===== config.mk =====
export PLATFORM = sky130hd
export DESIGN_NAME = tl_ul_client_bridge
export DESIGN_NICKNAME = d
export VERILOG_FILES = /design/src/rtl/riscv_protocol_types_pkg.sv /design/src/rtl/tl_ul_reorder_buf.sv /design/src/rtl/tl_ul_client_bridge.sv
export SDC_FILE = /design/constraint.sdc
export NUM_CORES = 1
export LEC_CHECK = 0
export CORE_MARGIN = 2
export CORE_UTILIZATION = 54
export DETAILED_ROUTE_END_ITERATION = 12
export PLACE_DENSITY_LB_ADDON = 0.2
export SLEW_MARGIN = 40
export SYNTH_ARGS = -nofsm -noshare
export SYNTH_HDL_FRONTEND = slang
export SYNTH_HIERARCHICAL = 1
export SYNTH_SLANG_ARGS = --single-unit

===== constraint.sdc =====
create_clock -name clk -period 8.35 [get_ports clk]
set_input_delay 1.67 -clock clk [delete_from_list [all_inputs] [get_ports clk]]
set_output_delay 1.67 -clock clk [all_outputs]
set_load 0.01 [all_outputs]

===== src/rtl/riscv_protocol_types_pkg.sv =====
// TileLink-UL opcode constants and reorder slot state
// shared by the client bridge and its reorder buffer.
package riscv_protocol_types_pkg;

  localparam logic [2:0] PUT_FULL        = 3'd0;
  localparam logic [2:0] PUT_PARTIAL     = 3'd1;
  localparam logic [2:0] GET             = 3'd4;
  localparam logic [2:0] ACCESS_ACK      = 3'd0;
  localparam logic [2:0] ACCESS_ACK_DATA = 3'd1;

  typedef enum logic [1:0] {
    EMPTY,
    ISSUED,
    DONE
  } tl_slot_state_e;

  function automatic logic [2:0] tl_a_opcode(
    input logic we,
    input logic full
  );
    if (!we) return GET;
    return full ? PUT_FULL : PUT_PARTIAL;
  endfunction

  function automatic logic [2:0] tl_d_expect(input logic [2:0] a_op);
    return (a_op == GET) ? ACCESS_ACK_DATA : ACCESS_ACK;
  endfunction

endpackage


===== src/rtl/tl_ul_reorder_buf.sv =====
// Reorder slots for the TL-UL client bridge: allocation in issue
// order, completion in any order, retirement in issue order.
module tl_ul_reorder_buf
  import riscv_protocol_types_pkg::*;
#(
  parameter int DATA_WIDTH      = 32,
  parameter int SOURCE_WIDTH    = 2,
  parameter int NUM_OUTSTANDING = 4,
  localparam int IW = (NUM_OUTSTANDING > 1) ? $clog2(NUM_OUTSTANDING) : 1,
  localparam int CW = $clog2(NUM_OUTSTANDING + 1)
) (
  input  logic                    clk,
  input  logic                    reset,
  input  logic                    alloc_i,
  input  logic [2:0]              alloc_op_i,
  output logic [IW-1:0]           tail_o,
  output logic                    full_o,
  input  logic [SOURCE_WIDTH-1:0] look_src_i,
  output logic                    look_hit_o,
  output logic [2:0]              look_op_o,
  input  logic                    done_i,
  input  logic [DATA_WIDTH-1:0]   done_data_i,
  input  logic                    done_err_i,
  output logic                    rsp_valid_o,
  input  logic                    rsp_ready_i,
  output logic [DATA_WIDTH-1:0]   rsp_rdata_o,
  output logic                    rsp_err_o,
  output logic [CW-1:0]           outstanding_o
);

  tl_slot_state_e        slot_q [NUM_OUTSTANDING];
  logic [2:0]            op_q   [NUM_OUTSTANDING];
  logic [DATA_WIDTH-1:0] data_q [NUM_OUTSTANDING];
  logic                  err_q  [NUM_OUTSTANDING];
  logic [IW-1:0]         head_q, tail_q;
  logic [CW-1:0]         cnt_q, cnt_d;
  logic [IW-1:0]         idx;
  logic                  in_range, retire;

  function automatic logic [IW-1:0] ptr_inc(input logic [IW-1:0] p);
    return (p == IW'(NUM_OUTSTANDING - 1)) ? '0 : p + IW'(1);
  endfunction

  assign in_range = {1'b0, look_src_i} < (SOURCE_WIDTH + 1)'(NUM_OUTSTANDING);
  assign idx      = IW'(look_src_i);

  assign look_hit_o = in_range && (slot_q[idx] == ISSUED);
  assign look_op_o  = op_q[idx];

  assign rsp_valid_o   = (slot_q[head_q] == DONE);
  assign rsp_rdata_o   = data_q[head_q];
  assign rsp_err_o     = err_q[head_q];
  assign retire        = rsp_valid_o && rsp_ready_i;
  assign tail_o        = tail_q;
  assign full_o        = (cnt_q == CW'(NUM_OUTSTANDING));
  assign outstanding_o = cnt_q;

  always_comb begin
    cnt_d = cnt_q;
    if (alloc_i && !retire) cnt_d = cnt_q + CW'(1);
    if (!alloc_i && retire) cnt_d = cnt_q - CW'(1);
  end

  // alloc, done and retire always touch distinct slots (EMPTY/ISSUED/DONE)
  always_ff @(posedge clk or posedge reset) begin
    if (reset) begin
      for (int i = 0; i < NUM_OUTSTANDING; i++) begin
        slot_q[i] <= EMPTY;
        op_q[i]   <= '0;
        data_q[i] <= '0;
        err_q[i]  <= 1'b0;
      end
      head_q <= '0;
      tail_q <= '0;
      cnt_q  <= '0;
    end else begin
      if (alloc_i) begin
        slot_q[tail_q] <= ISSUED;
        op_q[tail_q]   <= alloc_op_i;
        tail_q         <= ptr_inc(tail_q);
      end
      if (done_i) begin
        slot_q[idx] <= DONE;
        data_q[idx] <= (op_q[idx] == GET) ? done_data_i : '0;
        err_q[idx]  <= done_err_i;
      end
      if (retire) begin
        slot_q[head_q] <= EMPTY;
        head_q         <= ptr_inc(head_q);
      end
      cnt_q <= cnt_d;
    end
  end

endmodule


===== src/rtl/tl_ul_client_bridge.sv =====
// TL-UL client bridge: registered Channel A issue, Channel D
// checking, in-order responses through the reorder buffer.
module tl_ul_client_bridge
  import riscv_protocol_types_pkg::*;
#(
  parameter int DATA_WIDTH      = 32,
  parameter int ADDR_WIDTH      = 32,
  parameter int SOURCE_WIDTH    = 2,
  parameter int NUM_OUTSTANDING = 4,
  parameter int SIZE_WIDTH      = 3
) (
  input  logic                    clk,
  input  logic                    reset,
  input  logic                    req_valid,
  output logic                    req_ready,
  input  logic                    req_we,
  input  logic [ADDR_WIDTH-1:0]   req_addr,
  input  logic [SIZE_WIDTH-1:0]   req_size,
  input  logic [DATA_WIDTH-1:0]   req_wdata,
  input  logic [DATA_WIDTH/8-1:0] req_wstrb,
  output logic                    rsp_valid,
  input  logic                    rsp_ready,
  output logic [DATA_WIDTH-1:0]   rsp_rdata,
  output logic                    rsp_err,
  output logic [2:0]              a_opcode,
  output logic [2:0]              a_param,
  output logic [SIZE_WIDTH-1:0]   a_size,
  output logic [SOURCE_WIDTH-1:0] a_source,
  output logic [ADDR_WIDTH-1:0]   a_address,
  output logic [DATA_WIDTH/8-1:0] a_mask,
  output logic [DATA_WIDTH-1:0]   a_data,
  output logic                    a_corrupt,
  output logic                    a_valid,
  input  logic                    a_ready,
  input  logic [2:0]              d_opcode,
  input  logic [1:0]              d_param,
  input  logic [SIZE_WIDTH-1:0]   d_size,
  input  logic [SOURCE_WIDTH-1:0] d_source,
  input  logic                    d_sink,
  input  logic                    d_denied,
  input  logic [DATA_WIDTH-1:0]   d_data,
  input  logic                    d_corrupt,
  input  logic                    d_valid,
  output logic                    d_ready,
  output logic [$clog2(NUM_OUTSTANDING+1)-1:0] outstanding,
  output logic                    proto_err
);

  localparam int IW = (NUM_OUTSTANDING > 1) ? $clog2(NUM_OUTSTANDING) : 1;

  logic                    a_valid_q;
  logic [2:0]              a_opcode_q;
  logic [SIZE_WIDTH-1:0]   a_size_q;
  logic [SOURCE_WIDTH-1:0] a_source_q;
  logic [ADDR_WIDTH-1:0]   a_address_q;
  logic [DATA_WIDTH/8-1:0] a_mask_q;
  logic [DATA_WIDTH-1:0]   a_data_q;
  logic                    d_ready_q;
  logic                    proto_err_q, proto_err_d;

  logic [IW-1:0] tail;
  logic          full, accept, look_hit;
  logic [2:0]    look_op;
  logic          d_fire, d_ok;
  logic          unused_d;

  assign unused_d = ^{d_param, d_size, d_sink};

  assign req_ready = (!a_valid_q || a_ready) && !full;
  assign accept    = req_valid && req_ready;

  assign d_fire = d_valid && d_ready_q;
  assign d_ok   = look_hit && (d_opcode == tl_d_expect(look_op));

  assign proto_err_d = proto_err_q | (d_fire & ~d_ok);

  always_ff @(posedge clk or posedge reset) begin
    if (reset) begin
      a_valid_q   <= 1'b0;
      a_opcode_q  <= '0;
      a_size_q    <= '0;
      a_source_q  <= '0;
      a_address_q <= '0;
      a_mask_q    <= '0;
      a_data_q    <= '0;
      d_ready_q   <= 1'b0;
      proto_err_q <= 1'b0;
    end else begin
      d_ready_q   <= 1'b1;
      proto_err_q <= proto_err_d;
      if (accept) begin
        a_valid_q   <= 1'b1;
        a_opcode_q  <= tl_a_opcode(req_we, &req_wstrb);
        a_size_q    <= req_size;
        a_source_q  <= SOURCE_WIDTH'(tail);
        a_address_q <= req_addr;
        a_mask_q    <= req_wstrb;
        a_data_q    <= req_wdata;
      end else if (a_ready) begin
        a_valid_q <= 1'b0;
      end
    end
  end

  tl_ul_reorder_buf #(
    .DATA_WIDTH      (DATA_WIDTH),
    .SOURCE_WIDTH    (SOURCE_WIDTH),
    .NUM_OUTSTANDING (NUM_OUTSTANDING)
  ) u_rob (
    .clk           (clk),
    .reset         (reset),
    .alloc_i       (accept),
    .alloc_op_i    (tl_a_opcode(req_we, &req_wstrb)),
    .tail_o        (tail),
    .full_o        (full),
    .look_src_i    (d_source),
    .look_hit_o    (look_hit),
    .look_op_o     (look_op),
    .done_i        (d_fire && d_ok),
    .done_data_i   (d_data),
    .done_err_i    (d_denied | d_corrupt),
    .rsp_valid_o   (rsp_valid),
    .rsp_ready_i   (rsp_ready),
    .rsp_rdata_o   (rsp_rdata),
    .rsp_err_o     (rsp_err),
    .outstanding_o (outstanding)
  );

  assign a_valid   = a_valid_q;
  assign a_opcode  = a_opcode_q;
  assign a_param   = 3'd0;
  assign a_size    = a_size_q;
  assign a_source  = a_source_q;
  assign a_address = a_address_q;
  assign a_mask    = a_mask_q;
  assign a_data    = a_data_q;
  assign a_corrupt = 1'b0;
  assign d_ready   = d_ready_q;
  assign proto_err = proto_err_q;

endmodule


# [Yosys cells after proc, flatten, opt, wreduce, memory -nomap -nowiden]
# Index checks and enable logic that the tools add are counted.
[totals] regBits=238 output_inout_bits=121 wordCells=126
[classes] add_sub_neg=4 order_cmp=6 n_eq_ne=7 n_mux=47 bitwise=15 n_reduce_logical=19
[ops] op="$bwmux 128" n=1
[ops] op="$mux 32" n=4
[ops] op="$bmux 32 s2" n=1
[ops] op="$demux 32 s2" n=1
[ops] op="$mux 3" n=8
[ops] op="$mux 8" n=3
[ops] op="$mux 2" n=9
[ops] op="$bwmux 12" n=1
[ops] op="$demux 2 s2" n=3
[ops] op="$logic_and 1x1->1" n=11
[ops] op="$ge 3x3->1 const B" n=3
[ops] op="$lt 3x1->1 const B" n=3
[ops] op="$mux 1" n=9
[ops] op="$not 2->3" n=3
[ops] op="$and 4x4->4" n=2
[ops] op="$and 8x8->8" n=1
[ops] op="$bmux 2 s2" n=2
[ops] op="$not 4->4" n=2
[ops] op="$not 8->8" n=1
[ops] op="$or 4x4->4" n=2
[ops] op="$bmux 3 s2" n=1
[ops] op="$demux 3 s2" n=1
[ops] op="$eq 2x2->1 const B" n=3
[ops] op="$eq 3x3->1 const B" n=2
[ops] op="other kinds (15)" n=21

# [Longest topological paths before layout]
[logic_depth] ltp_word=12 ltp_mapped=13 ltp_nobuf=10

# [Modules after synthesis]
# Netlist, hierarchy kept.
[by_module_without_submodules] mod="tl_ul_reorder_buf" n_inst=1 cells_each=628 area_each_um2=7370.8
[by_module_without_submodules] mod="tl_ul_client_bridge" n_inst=1 cells_each=186 area_each_um2=3020.4

# [Worst setup path before layout]
# OpenSTA, ideal clock, no wires.
[synth_timing] path_type="in2reg" start="input port d_source[0]" end="register u_rob/data_q[61] in the netlist's numbering" setup_ps=143 t_arrival_ps=4083 setup_slack_ps=4124 path_stages=8 path_buffers=3 path_cell_list="buf_6 -> mux4_2 -> or4_1 -> and4b_1 -> nand3b_1 -> clkbuf_1 -> buf_1 -> o21ai_0"
[synth_via] elab_chain_len=9 word_cells_on_any_way=20 cone_classes="order compare (2); eq/ne (3); mux (11); bitwise (1); reduce/logical (3)"
[synth_lines] item="start, declared" line="tl_ul_client_bridge.sv:38" source="input logic [SOURCE_WIDTH-1:0] d_source,"
[synth_lines] item="$not 2->3 (implied by the code) *" line="tl_ul_reorder_buf.sv:48" source="assign look_op_o = op_q[idx];"
[synth_lines] item="$bmux 3 s2 *" line="tl_ul_reorder_buf.sv:48"
[synth_lines] item="$mux 3 (implied by the code) * (2 in series)" line="tl_ul_reorder_buf.sv:48"
[synth_lines] item="net look_op[0]" line="tl_ul_client_bridge.sv:63" source="logic [2:0] look_op;"
[synth_lines] item="$eq 3x3->1 *" line="riscv_protocol_types_pkg.sv:26" source="return (a_op == GET) ? ACCESS_ACK_DATA : ACCESS_ACK;"
[synth_lines] item="$mux 1" line="riscv_protocol_types_pkg.sv:26"
[synth_lines] item="$eq 3x1->1" line="tl_ul_client_bridge.sv:73" source="assign d_ok = look_hit && (d_opcode == tl_d_expect(look_op));"
[synth_lines] item="$logic_and 1x1->1" line="tl_ul_client_bridge.sv:73"
[synth_lines] item="$logic_and 1x1->1" line="tl_ul_client_bridge.sv:119" source=".done_i (d_fire && d_ok),"
[synth_lines] item="end signal, assigned by index" line="tl_ul_reorder_buf.sv:84" source="data_q[idx] <= (op_q[idx] == GET) ? done_data_i : '0;"
[synth_lines] item="end, declared" line="tl_ul_reorder_buf.sv:33" source="logic [DATA_WIDTH-1:0] data_q [NUM_OUTSTANDING];"
# The timed path passes the listed nets; every way through them passes the cells marked *. The select of a mux whose other input is x is not followed.
# A chain may end at the register's enable or synchronous reset.

# [Worst setup path in the final report]
[layout_timing] start="input port d_source[0]" end="register u_rob/data_q[122] in the netlist's numbering"
# Same word-level chain as after synthesis.

==> impl_metrics.json <==
{
  "synth-edff-count": 0,
  "grt_first_pass_wirelength_mm": 38.92,
  "cp-start-kind": "input pin",
  "grt_util_met3": 0.06975,
  "outcome": "completed",
  "vias_per_cell": 5.371,
  "ys.flop_type": "dfrtp_1",
  "io_buffers": 232,
  "maxCapViolCount": 0,
  "dp_hpwl_mm": 15.54,
  "p_per_area_nw_per_um2": 294.1,
  "cts_num_sinks": 237,
  "reg2reg_depth": 9,
  "grt_use_met2": 0.4150,
  "grt_max_degree": 99,
  "fmaxAchievable_mhz": 210.3,
  "final_util": 0.7301,
  "cts_setup_buffers": 0,
  "p_leak_nw": 5.967,
  "ant_nets": 0,
  "dieArea_um2": 20370,
  "crit_path_end": "u_rob/data_q[122]",
  "final_cell_mix": "dfrtp_1, clkdlybuf4s50_1, nand2_1",
  "final_hold_viol_count": 0,
  "fin_skew_ns": 0.01024,
  "place_congestion": 0.8153,
  "fin_crit_sh": 0.5696,
  "core.rowCount": 50,
  "pwr-share-clk": 0.287,
  "h-tree-depth": 1,
  "setup-violations-final": 0,
  "final_layout_size_suffix_gt1_frac": 0.2182,
  "hold_class": "reg2reg",
  "synth.avg_cell_area_um2": 12.77,
  "clk_path_buf_depth": 3,
  "drc": 0,
  "use_met1": 0.3051,
  "gr-total-overflow": 0,
  "r2r-end": "u_rob/outstanding_o[2]",
  "area_growth_pct": 31.86,
  "drt_iter0_markers": 284,
  "root_buffer": "clkbuf_16",
  "cts_resized": 0,
  "setup-tns-final_ns": 0,
  "synthCells": 814,
  "ys_warn_count": 6,
  "vdd_drop_max_mv": 0.2009,
  "r2r_slack_ns": 5.07,
  "crit_fanout": 60,
  "power.internal_mw": 2.829,
  "relSlewSlack": 0.4666,
  "core-area_um2": 18770,
  "start_util": 0.5537,
  "dr.pass1.iters": 4,
  "async_flop_share": 1.000,
  "min_period_ns": 4.756,
  "numCtsBuffers": 25,
  "synth_top_area_share": 0.5707,
  "yosys.area.top_type": "dfrtp_1",
  "cts-hold-fix-buffers": 0,
  "pin_count": 244,
  "nNetsFinal": 1168,
  "worst-slew-pin-transition_ns": 0.7984,
  "antenna_found_initial": 0,
  "syn_area_um2": 10390,
  "grtUsageTotal": 0.2408,
  "clkSlewWorstSetupHoldPaths_ns": 0.06,
  "die_y_um": 142.7,
  "critPathLaunch": "d_source[0]",
  "num-fill-cells": 1311,
  "top_usage_layer": "met2",
  "synth_cell_types": 52,
  "crit-reg2reg-launch": "u_rob/head_q[1]",
  "layout_commonest_cell": "dfrtp_1",
  "cp-end-kind": "flop",
  "criticalPathCategory": "in2reg",
  "rsz0062_at_grt": "no",
  "grt_pass1_vias": 7462,
  "cts_tree": "yes",
  "clk_latency_ns": 0.51,
  "switching_share": 0.2979,
  "wl_per_cell_um": 18.38,
  "drv_slew": 0,
  "arrival_ns": 5.18,
  "die_x_um": 142.7,
  "sequentialPowerShare": 0.398,
  "yosysSeqAreaShare": 0.5707,
  "drt-total-wl_mm": 23.68,
  "via_count": 6918,
  "worst_ep_required_time_ns": 8.78,
  "ys_seq_elements": 237,
  "p_switching_mw": 1.200,
  "n_antenna_cell": 0,
  "synth_area_leaders": "dfrtp_1, mux4_2, mux2_2, nand2_1, o21ai_1",
  "p_comb_frac": 0.314
}
==> power by group through the flow <==
stage	Sequential, mW	Combinational [mW]	Clock, mW
final	1.61	1.27	1.16
after global routing	1.65	1.37	1.23
after CTS	1.61	1.29	1.18
after detailed placement	1.62	1.27	0
after global placement	1.61	1.26	0
after floorplan	1.63	0.680	0
==> how the worst min path moves through the flow <==
stage	to	startpoint	slack [ns]	cells after the start
after floorplan	u_rob/err_q[1]	u_rob/err_q[1]	0.44	2
after global placement	u_rob/data_q[87]	u_rob/data_q[87]	0.45	2
after detailed placement	u_rob/data_q[66]	u_rob/data_q[66]	0.46	2
after CTS	u_rob/data_q[60]	u_rob/data_q[60]	0.48	2
after global routing	u_rob/data_q[104]	u_rob/data_q[104]	0.50	2
final	u_rob/data_q[60]	u_rob/data_q[60]	0.47	2
==> area by class of cell <==
cell class,count,area (um2),area share
Sequential cell,237,5936,0.4332
Multi-Input combinational cell,514,4124,0.3010
Timing Repair Buffer,242,2409,0.1758
Clock buffer,37,750.7,0.05479
Tap cell,234,292.8,0.02137
Clock inverter,9,126.4,0.009223
Inverter,15,63.81,0.004657
==> layer usage <==
layer / part of all wire / vias to the layer above
li1: - / 3278
met1: 0.40 / 3411
met2: 0.51 / 200
met3: 0.072 / 29
met4: 0.016 / 0
met5: 0 / -
==> flip-flops by register name, indices dropped and copies added, names as in the netlist <==
register and count:
u_rob/data_q 128, u_rob/slot_q 8, a_size 3, a_source 2, u_rob/outstanding_o 3, u_rob/op_q 12, a_data 32, u_rob/tail_o 2
d_ready 1, a_valid 1, proto_err 1, a_address 32, u_rob/head_q 2, a_mask 4, u_rob/err_q 4, a_opcode 2
==> cells in the mapped netlist (3+ instances only) <==
library cell and number:
nor3_1 3, mux2_2 60, ha_1 9, dfrtp_1 237
mux4_2 34, buf_2 8, o21ai_0 12, nor3b_1 5
o21ai_1 80, nand2_4 30, a21oi_1 13, a211oi_1 3
clkbuf_1 33, inv_1 15, buf_12 3, mux2_1 28
buf_4 6, nor2_1 4, o21ai_2 40, nand2_1 147
buf_6 4
==> critical path, stage by stage <==
cell	delay (ns)
clkdlybuf4s50_1	0.76
mux4_1	0.71
or4_1	0.57
and4b_1	0.29
or3b_2	0.31
buf_4	0.60
nand2_1	0.13
o21ai_1	0.11
==> cells by family after synthesis <==
logic type	synth area share
AO/OA/AOI/OAI	0.09332
other	0.0007227
multiplexers	0.1751
XOR/XNOR	0.002529
AND/OR/NAND/NOR	0.1085
flip-flops	0.5707
buffers and inverters	0.03636
adder cells (fa/ha/maj)	0.01276
==> metrics by stage <==
| stage | instance area (um2) | hold WS [ns] | setup slack [ns] | cells | power, mW |
|---|---|---|---|---|---|
| after global placement | 12810 | 0.4530 | 3.164 | 1242 | 2.867 |
| after CTS | 13700 | 0.4765 | 3.619 | 1288 | 4.076 |
| after floorplan | 10420 | 0.4403 | 2.388 | 822 | 2.313 |
| after global routing | 13700 | 0.4999 | 3.353 | 1288 | 4.246 |
| final | 13700 | 0.4736 | 3.594 | 1288 | 4.029 |
| after detailed placement | 12820 | 0.4610 | 3.074 | 1242 | 2.896 |
No activity file was read; power rests on OpenSTA's default activity.
